<file path="config.mk">
export PLATFORM = sky130hd
export DESIGN_NAME = uart_rx_frame_flat
export DESIGN_NICKNAME = d
export VERILOG_FILES = /design/src/rtl/uart_rx_frame_if.sv /design/src/rtl/uart_rx_frame.sv /design/src/flat_wrapper.sv
export SDC_FILE = /design/constraint.sdc
export NUM_CORES = 1
export LEC_CHECK = 0
export ABC_AREA = 1
export CAP_MARGIN = 25
export CORE_MARGIN = 3
export CORE_UTILIZATION = 52
export DETAILED_ROUTE_END_ITERATION = 8
export PLACE_DENSITY_LB_ADDON = 0.2
export SETUP_SLACK_MARGIN = 0.02
export SYNTH_ARGS = -nofsm -noshare
export SYNTH_HDL_FRONTEND = slang
export SYNTH_SLANG_ARGS = --single-unit
</file>
<file path="constraint.sdc">
create_clock -name clk -period 3.64 [get_ports clk]
set_clock_uncertainty 0.05 [all_clocks]
set_input_delay 0.364 -clock clk [delete_from_list [all_inputs] [get_ports clk]]
set_output_delay 0.364 -clock clk [all_outputs]
set_load 0.01 [all_outputs]
</file>
<file path="src/rtl/uart_rx_frame_if.sv">
`timescale 1ns/1ps
`default_nettype none
// ============================================================================
// Module   : uart_rx_frame_if
// Purpose  : Serial line plus byte/handshake/status bundle of the UART receiver.
// Revision : 1.0
// ============================================================================
interface uart_rx_frame_if;
    logic       rx_in;
    logic [7:0] data_out;
    logic       data_valid;
    logic       data_ready;
    logic       frame_err;
    logic       overrun;
    logic       busy;

    modport master (
        input  rx_in,
        input  data_ready,
        output data_out,
        output data_valid,
        output frame_err,
        output overrun,
        output busy
    );

    modport slave (
        output rx_in,
        output data_ready,
        input  data_out,
        input  data_valid,
        input  frame_err,
        input  overrun,
        input  busy
    );
endinterface
`default_nettype wire

</file>
<file path="src/rtl/uart_rx_frame.sv">
`timescale 1ns/1ps
`default_nettype none
// ============================================================================
// Module   : uart_rx_frame
// Purpose  : 8N1 UART receiver, mid-bit sampling, valid/ready byte output.
// Revision : 1.0
// ============================================================================
module uart_rx_frame #(
    parameter int CLK_DIV = 868
) (
    input  wire logic        clk,
    input  wire logic        rst,
    uart_rx_frame_if.master  rx_if
);

    localparam int c_BAUD_W = (CLK_DIV > 1) ? $clog2(CLK_DIV) : 1;
    localparam logic [c_BAUD_W-1:0] c_HALF = c_BAUD_W'(CLK_DIV / 2 - 1);
    localparam logic [c_BAUD_W-1:0] c_FULL = c_BAUD_W'(CLK_DIV - 1);

    localparam logic [1:0] c_ST_IDLE  = 2'd0;
    localparam logic [1:0] c_ST_START = 2'd1;
    localparam logic [1:0] c_ST_DATA  = 2'd2;
    localparam logic [1:0] c_ST_STOP  = 2'd3;

    logic                r_rx_meta;
    logic                r_rx_s;
    logic                r_rx_d;
    logic [1:0]          r_state;
    logic [1:0]          w_next_state;
    logic [c_BAUD_W-1:0] r_baud;
    logic [2:0]          r_bit_cnt;
    logic [7:0]          r_shift;
    logic [7:0]          r_data;
    logic                r_valid;
    logic                r_frame_err;
    logic                r_overrun;

    logic                w_fall;
    logic                w_half_hit;
    logic                w_full_hit;
    logic                w_busy;
    logic                w_baud_clr;
    logic                w_start_ok;
    logic                w_bit_take;
    logic                w_load;
    logic                w_ferr;

    assign w_fall     = ~r_rx_s & r_rx_d;
    assign w_half_hit = (r_baud == c_HALF);
    assign w_full_hit = (r_baud == c_FULL);

    // Synchronizer idles high so a line held low through reset is not an edge
    always_ff @(posedge clk or negedge rst) begin
        if (!rst) begin
            r_rx_meta <= 1'b1;
            r_rx_s    <= 1'b1;
            r_rx_d    <= 1'b1;
        end else begin
            r_rx_meta <= rx_if.rx_in;
            r_rx_s    <= r_rx_meta;
            r_rx_d    <= r_rx_s;
        end
    end

    always_ff @(posedge clk or negedge rst) begin
        if (!rst) begin
            r_state <= c_ST_IDLE;
        end else begin
            r_state <= w_next_state;
        end
    end

    always_comb begin
        w_next_state = r_state;
        case (r_state)
            c_ST_IDLE:  if (w_fall) w_next_state = c_ST_START;
            c_ST_START: if (w_half_hit) w_next_state = r_rx_s ? c_ST_IDLE : c_ST_DATA;
            c_ST_DATA:  if (w_full_hit && (r_bit_cnt == 3'd7)) w_next_state = c_ST_STOP;
            c_ST_STOP:  if (w_full_hit) w_next_state = c_ST_IDLE;
            default:    w_next_state = c_ST_IDLE;
        endcase
    end

    always_comb begin
        w_busy     = 1'b1;
        w_baud_clr = 1'b0;
        w_start_ok = 1'b0;
        w_bit_take = 1'b0;
        w_load     = 1'b0;
        w_ferr     = 1'b0;
        case (r_state)
            c_ST_IDLE: begin
                w_busy     = 1'b0;
                w_baud_clr = 1'b1;
            end
            c_ST_START: begin
                w_baud_clr = w_half_hit;
                w_start_ok = w_half_hit & ~r_rx_s;
            end
            c_ST_DATA: begin
                w_baud_clr = w_full_hit;
                w_bit_take = w_full_hit;
            end
            c_ST_STOP: begin
                w_baud_clr = w_full_hit;
                w_load     = w_full_hit & r_rx_s;
                w_ferr     = w_full_hit & ~r_rx_s;
            end
            default: begin
                w_busy     = 1'b0;
                w_baud_clr = 1'b1;
            end
        endcase
    end

    always_ff @(posedge clk or negedge rst) begin
        if (!rst) begin
            r_baud    <= '0;
            r_bit_cnt <= 3'd0;
            r_shift   <= 8'h00;
        end else begin
            r_baud <= w_baud_clr ? '0 : r_baud + c_BAUD_W'(1);
            if (w_start_ok) begin
                r_bit_cnt <= 3'd0;
            end else if (w_bit_take) begin
                r_bit_cnt <= r_bit_cnt + 3'd1;
            end
            if (w_bit_take) begin
                r_shift <= {r_rx_s, r_shift[7:1]};
            end
        end
    end

    // A load in a handshake cycle replaces a consumed byte, so no overrun then
    always_ff @(posedge clk or negedge rst) begin
        if (!rst) begin
            r_data      <= 8'h00;
            r_valid     <= 1'b0;
            r_frame_err <= 1'b0;
            r_overrun   <= 1'b0;
        end else begin
            r_frame_err <= w_ferr;
            r_overrun   <= w_load & r_valid & ~rx_if.data_ready;
            if (w_load) begin
                r_data  <= r_shift;
                r_valid <= 1'b1;
            end else if (r_valid && rx_if.data_ready) begin
                r_valid <= 1'b0;
            end
        end
    end

    assign rx_if.data_out   = r_data;
    assign rx_if.data_valid = r_valid;
    assign rx_if.frame_err  = r_frame_err;
    assign rx_if.overrun    = r_overrun;
    assign rx_if.busy       = w_busy;

endmodule
`default_nettype wire
</file>
<file path="src/flat_wrapper.sv">
// flat-port wrapper written by rule: the top's interface ports become plain ports
module uart_rx_frame_flat 
#(
    parameter int CLK_DIV = 868
)
  (clk, rst, rx_if_rx_in, rx_if_data_ready, rx_if_data_out, rx_if_data_valid, rx_if_frame_err, rx_if_overrun, rx_if_busy);
  uart_rx_frame_if rx_if_i ();
  input  wire logic clk;
  input  wire logic rst;
  input wire logic [$bits(rx_if_i.rx_in)-1:0] rx_if_rx_in;
  input wire logic [$bits(rx_if_i.data_ready)-1:0] rx_if_data_ready;
  output wire logic [$bits(rx_if_i.data_out)-1:0] rx_if_data_out;
  output wire logic [$bits(rx_if_i.data_valid)-1:0] rx_if_data_valid;
  output wire logic [$bits(rx_if_i.frame_err)-1:0] rx_if_frame_err;
  output wire logic [$bits(rx_if_i.overrun)-1:0] rx_if_overrun;
  output wire logic [$bits(rx_if_i.busy)-1:0] rx_if_busy;
  assign rx_if_i.rx_in = rx_if_rx_in;
  assign rx_if_i.data_ready = rx_if_data_ready;
  assign rx_if_data_out = rx_if_i.data_out;
  assign rx_if_data_valid = rx_if_i.data_valid;
  assign rx_if_frame_err = rx_if_i.frame_err;
  assign rx_if_overrun = rx_if_i.overrun;
  assign rx_if_busy = rx_if_i.busy;
  uart_rx_frame #(.CLK_DIV(CLK_DIV)) u_core (.clk(clk), .rst(rst), .rx_if(rx_if_i));
endmodule
</file>
# ---- After elaboration in Yosys (flattened, before gate mapping)
# Index checks and enable logic that the tools add are counted.
dict set report word_totals {
  reg_bits 37
  inputBits 4
  output_inout_bits 12
  wordCells 55
}
dict set report op_classes {
  addsub 2
  n_eq_ne 10
  mux 17
  n_bitwise 8
  n_reduce_logical 7
}
# op count
set op_table {}
lappend op_table {{10-bit by 1-bit adder with 10-bit output, second input constant} 1}
lappend op_table {{10-bit equality test, second input constant} 1}
lappend op_table {{10-bit by 9-bit equality test with 1-bit output, second input constant} 1}
lappend op_table {{10-bit 2-to-1 mux} 1}
lappend op_table {{2-bit 2-to-1 mux} 5}
lappend op_table {{2-bit by 1-bit inequality test with 1-bit output, second input constant} 4}
lappend op_table {{2-bit case mux with 4 select lines} 1}
lappend op_table {{1-bit 2-to-1 mux} 7}
lappend op_table {{1-bit AND} 6}
lappend op_table {{3-bit 2-to-1 mux} 2}
lappend op_table {{2-bit equality test, second input constant} 2}
lappend op_table {{4-bit AND reduction} 1}
lappend op_table {{2-bit nonzero test} 2}
lappend op_table {{3-bit by 1-bit adder with 3-bit output, second input constant} 1}
lappend op_table {{3-bit equality test, second input constant} 1}
lappend op_table {{1-bit case mux with 3 select lines} 1}
lappend op_table {{2-bit by 1-bit equality test with 1-bit output, second input constant} 1}
lappend op_table {{1-bit logical AND} 2}
lappend op_table {{2-bit zero test} 1}
lappend op_table {{1-bit inverter} 2}
lappend op_table {{2-bit OR reduction} 1}

# ---- Longest topological paths before layout
dict set report depth {
  word_depth 5
  depth_mapped 11
  depth_no_buf 11
}

# ---- Least setup slack after synthesis
# Ideal clock, no wire load.
dict set report synth_timing {
  kind {register -> register}
  from {register u_core.r_baud[0]}
  to {register u_core.r_bit_cnt[0]}
  setup_time_ns 0.072
  arrival_time_ns 1.386
  required_ns 3.518
  slack_ns 2.132
  path_stages_with_launch 8
  path_buffers 0
  period_less_slack_ns 1.508
  cell_sequence {dfrtp_1 > ha_1 > nand3_1 > nor2_1 > nand2_1 > nor3_1 > o21ai_0 > nor2_1}
}
dict set report synth_via {
  elab_chain_len 4
  word_cells_on_any_way 7
  cone_classes {eq/ne: 2; mux: 3; bitwise: 1; reduce/logical: 1}
}
# item line
set synth_rtl {}
lappend synth_rtl {{start, declared} uart_rx_frame.sv:30} ;# logic [c_BAUD_W-1:0] r_baud;
lappend synth_rtl {{start signal, assigned} uart_rx_frame.sv:122} ;# r_baud <= w_baud_clr ? '0 : r_baud + c_BAUD_W'(1);
lappend synth_rtl {{10-bit by 9-bit equality test with 1-bit output} uart_rx_frame.sv:49} ;# assign w_half_hit = (r_baud == c_HALF);
lappend synth_rtl {{1-bit AND} uart_rx_frame.sv:98} ;# w_start_ok = w_half_hit & ~r_rx_s;
lappend synth_rtl {{1-bit 2-to-1 mux} uart_rx_frame.sv:91} ;# case (r_state)
lappend synth_rtl {{3-bit 2-to-1 mux or 2-bit nonzero test (tied branches)} -}
lappend synth_rtl {{end signal, assigned} uart_rx_frame.sv:126} ;# r_bit_cnt <= r_bit_cnt + 3'd1;
lappend synth_rtl {{end, declared} uart_rx_frame.sv:31} ;# logic [2:0] r_bit_cnt;
# Several ways; a longest one is shown, not always the timed one.
# A chain may end at the register's enable or synchronous reset.

# ---- Worst setup path in the final report
dict set report layout_timing {
  from {register u_core.r_state[0]}
  to {output rx_if_busy}
}
dict set report layout_via {
  elab_chain_len 2
}
# item line
set layout_rtl {}
lappend layout_rtl {{start, declared} uart_rx_frame.sv:28} ;# logic [1:0] r_state;
lappend layout_rtl {{start signal, assigned} uart_rx_frame.sv:67} ;# r_state <= c_ST_IDLE;
lappend layout_rtl {{start signal, assigned} uart_rx_frame.sv:69} ;# r_state <= w_next_state;
lappend layout_rtl {{2-bit zero test} uart_rx_frame.sv:91}
lappend layout_rtl {{1-bit 2-to-1 mux} uart_rx_frame.sv:91}
lappend layout_rtl {{end, declared} flat_wrapper.sv:16} ;# output wire logic [$bits(rx_if_i.busy)-1:0] rx_if_busy;
# No other way between the ends.

==> run summary <==
IO buf count: 15
DR WL/cell: 12.1 µm
Clk sinks: 37
Router iterations before antenna repair: 4
Clk Latency, worst-skew pair: 0.35 ns
Final setup viols: 0
Pin count of the biggest net entering global routing: 38
Die area: 0.00386 mm²
Clk pin slew, worst setup/hold paths: 0.11 ns
Via Count: 1220
Place WS: 1.79 ns
Leak: 0.838 nW
Critical path depth in cells: 3
WP buf/inv: 2
Finished Cell Area: 0.00189 mm²
Deepest clock path buffer count: 2
R2r setup slk: 1.77 ns
Worst Hold Endpoint: u_core.r_rx_s$_DFF_PN1_
Sequential-to-total area share from yosys stat: 56.8%
Finished Core Util: 65.6%
Startpoint Class: flip-flop
Num CTS Buffers: 5
Relative slew slack: 68.1%
Syn_area_per_cell: 9.04 µm²
Worst setup path start: u_core.r_state[0]$_DFFE_PN0P_
Warning count from the yosys run: 0
Unrepaired setup endpoints after global routing: no
Worst reg2reg startpoint: u_core.r_baud[0]$_DFF_PN0_
First-pass GRT wire length: 5390 µm
Post-CTS Setup Bufs: 0
Initial drt markers: 67
Worst min-delay path category: flip-flop to flip-flop
Placed Area: 0.00183 mm²
Top-area cell type share of the netlist area: 52.0%
Initial antenna violation count: 0
Layout cells sized above 1: 8.87%
Critical Path RT: 3.23 ns
Hold-fix buffers, CTS: 0
Crit-path cells: inv_1, nand2_1, clkdlybuf4s50_1
Synth Instances: 181
Biggest area consumer among synthesized cells: dfrtp_1
Initial core utilization: 56.9%
DP HPWL: 2100 µm
CP arrival: 1.52 ns
Fin. max-slew vios: 0
Final period utilization: 53.3%
Number of synthesized register bits: 37
Post-synthesis cell type count: 23
Slowest stage cell, crit path: clkdlybuf4s50_1
Std-Cell Rows: 19
CP delay by family, top: buffers and inverters
Diodes inserted: 0
GRT overflow: 0
Vert. Die Dim: 62.1 µm
Vias in the first global route: 1234
Least-Margin Pin Slew: 0.474 ns
I/O pin cnt: 16
Seq. cell area: 930 µm²
Commonest non-fill, non-tap cells in the layout: 40 x nand2_1, 34 x dfrtp_1, 25 x inv_1
Setup TNS: 0 ns
Routability Congestion: 0.857
Status: finished, final reports clean
Root Driver: clkbuf_4
Area occupied by multi-input gates: 597 µm²
Layout fillers: 246
CP max stage delay: 0.53 ns
Worst-path fanout max: 5
Post-layout minimum cycle time: 1.94 ns
Cell Area, Synth: 0.00164 mm²
Routed WL: 2960 µm
TritonCTS clock tree: built
Commonest non-fill, non-tap cell in the layout: nand2_1
Final hold viol count: 0
Final worst slack: 1.70 ns
Pwr/cell area: 469 mW/mm²
Worst Reg-to-Reg Cells: 7
Fmax: 516 MHz
Total track usage: 17.8%
Drt via density: 4.98
Hold depth: 0
Max H-tree Level: 2
Max Cap Viol: 0
Peak supply drop: 0.242 mV
Post-cts resize count: 0
Critical path type: flip-flop to output port
Placed cells: 237
Antenna-violating nets left: 0
Area Growth Syn to Fin: 15.2%
Post-layout net count: 210
Worst Min Path Start: u_core.r_rx_meta$_DFF_PN1_
Reg-to-reg endpoint: u_core.r_bit_cnt[0]$_DFFE_PN0P_
Synth top area cells: dfrtp_1 52%, nand2_1 9.2%, inv_1 5.7%
Crit path capture type: output port
Die Wd: 62.1 µm
Drc violations: 0
Fin cells: 245
Syn Nets: 189
Core ar.: 0.00288 mm²
-- metrics by stage --
stage,hold slack (ns),total power [W]
floorplan,0.0184,0.000609
global placement,0.297,0.000661
detailed placement,0.301,0.000675
CTS,0.321,0.000893
global route,0.327,0.000946
finish,0.317,0.000884
-- power by group --
part           leakage (nW)  internal, W  switching [W]
clock                0.0310    0.0000728       0.000141
combinational         0.306    0.0000684       0.000129
sequential            0.501     0.000439      0.0000332
total                 0.838     0.000580       0.000304
-- synthesized netlist by cell type (all sizes together) --
master and instances:
xnor2 1, xor2 1, nor2 21, inv 25
a21oi 5, buf 2, nand4 3, dfrtp 34
or2 1, dfstp 3, nand2 41, nand3 13
nor4 1, o21a 1, o21ai 21, nor3 4
ha 4
-- sequential cells by signal, indices dropped and copies added (netlist names), named ones only --
signal                   flops
u_core.r_state               1
u_core.r_shift               8
u_core.r_bit_cnt             3
u_core.r_rx_s                1
u_core.r_rx_d                1
u_core.r_baud               10
u_core.rx_if.data_out        8
u_core.rx_if.data_valid      1
u_core.rx_if.overrun         1
u_core.rx_if.frame_err       1
u_core.r_rx_meta             1
-- layout make-up --
cell class	instances	area share, %
Inverter	25	4.98
Clock buffer	5	1.99
Tap cell	42	2.79
Sequential cell	37	49.3
Timing Repair Buffer	16	8.36
Multi-Input combinational cell	117	31.7
Clock inverter	3	0.929
-- layer usage --
layer	global-route usage, %	part of all wire (%)	vias up
li1	-	-	620
met2	29.4	47	20
met3	6.67	4.4	7
met1	21.0	47	573
met5	0	0	-
met4	7.46	1.8	0
-- worst register-to-register path, cell delays in order (launching register included) --
cell and delay [ns]:
dfrtp_1 0.40, ha_1 0.29, nand3_1 0.13, nor2_1 0.17, nand2_1 0.12, nor3_1 0.39, o21ai_0 0.16, nor2_1 0.10
-- logic make-up (layout without fill, tap and decap cells) --
kind of cell | count (synthesis) | in the layout | share of synthesized area (%)
XOR/XNOR | 2 | 2 | 1.07
flip-flops | 37 | 37 | 56.8
adder cells (fa/ha/maj) | 4 | 4 | 3.06
AND/OR/NAND/NOR | 84 | 84 | 23.9
buffers and inverters | 27 | 49 | 6.73
AO/OA/AOI/OAI | 27 | 27 | 8.41
-- worst max-delay path by stage --
| stage | endpoint | slack [ns] |
|---|---|---|
| 2_1_floorplan | u_core.r_bit_cnt[0]$_DFFE_PN0P_ | 2.13 |
| 3_3_place_gp | u_core.r_bit_cnt[0]$_DFFE_PN0P_ | 1.94 |
| 3_5_place_dp | u_core.r_bit_cnt[0]$_DFFE_PN0P_ | 1.79 |
| 4_1_cts | rx_if_busy | 1.70 |
| 5_1_grt | u_core.r_bit_cnt[0]$_DFFE_PN0P_ | 1.45 |
| 6_report | rx_if_busy | 1.70 |
Power figures use the tool's default switching activity.
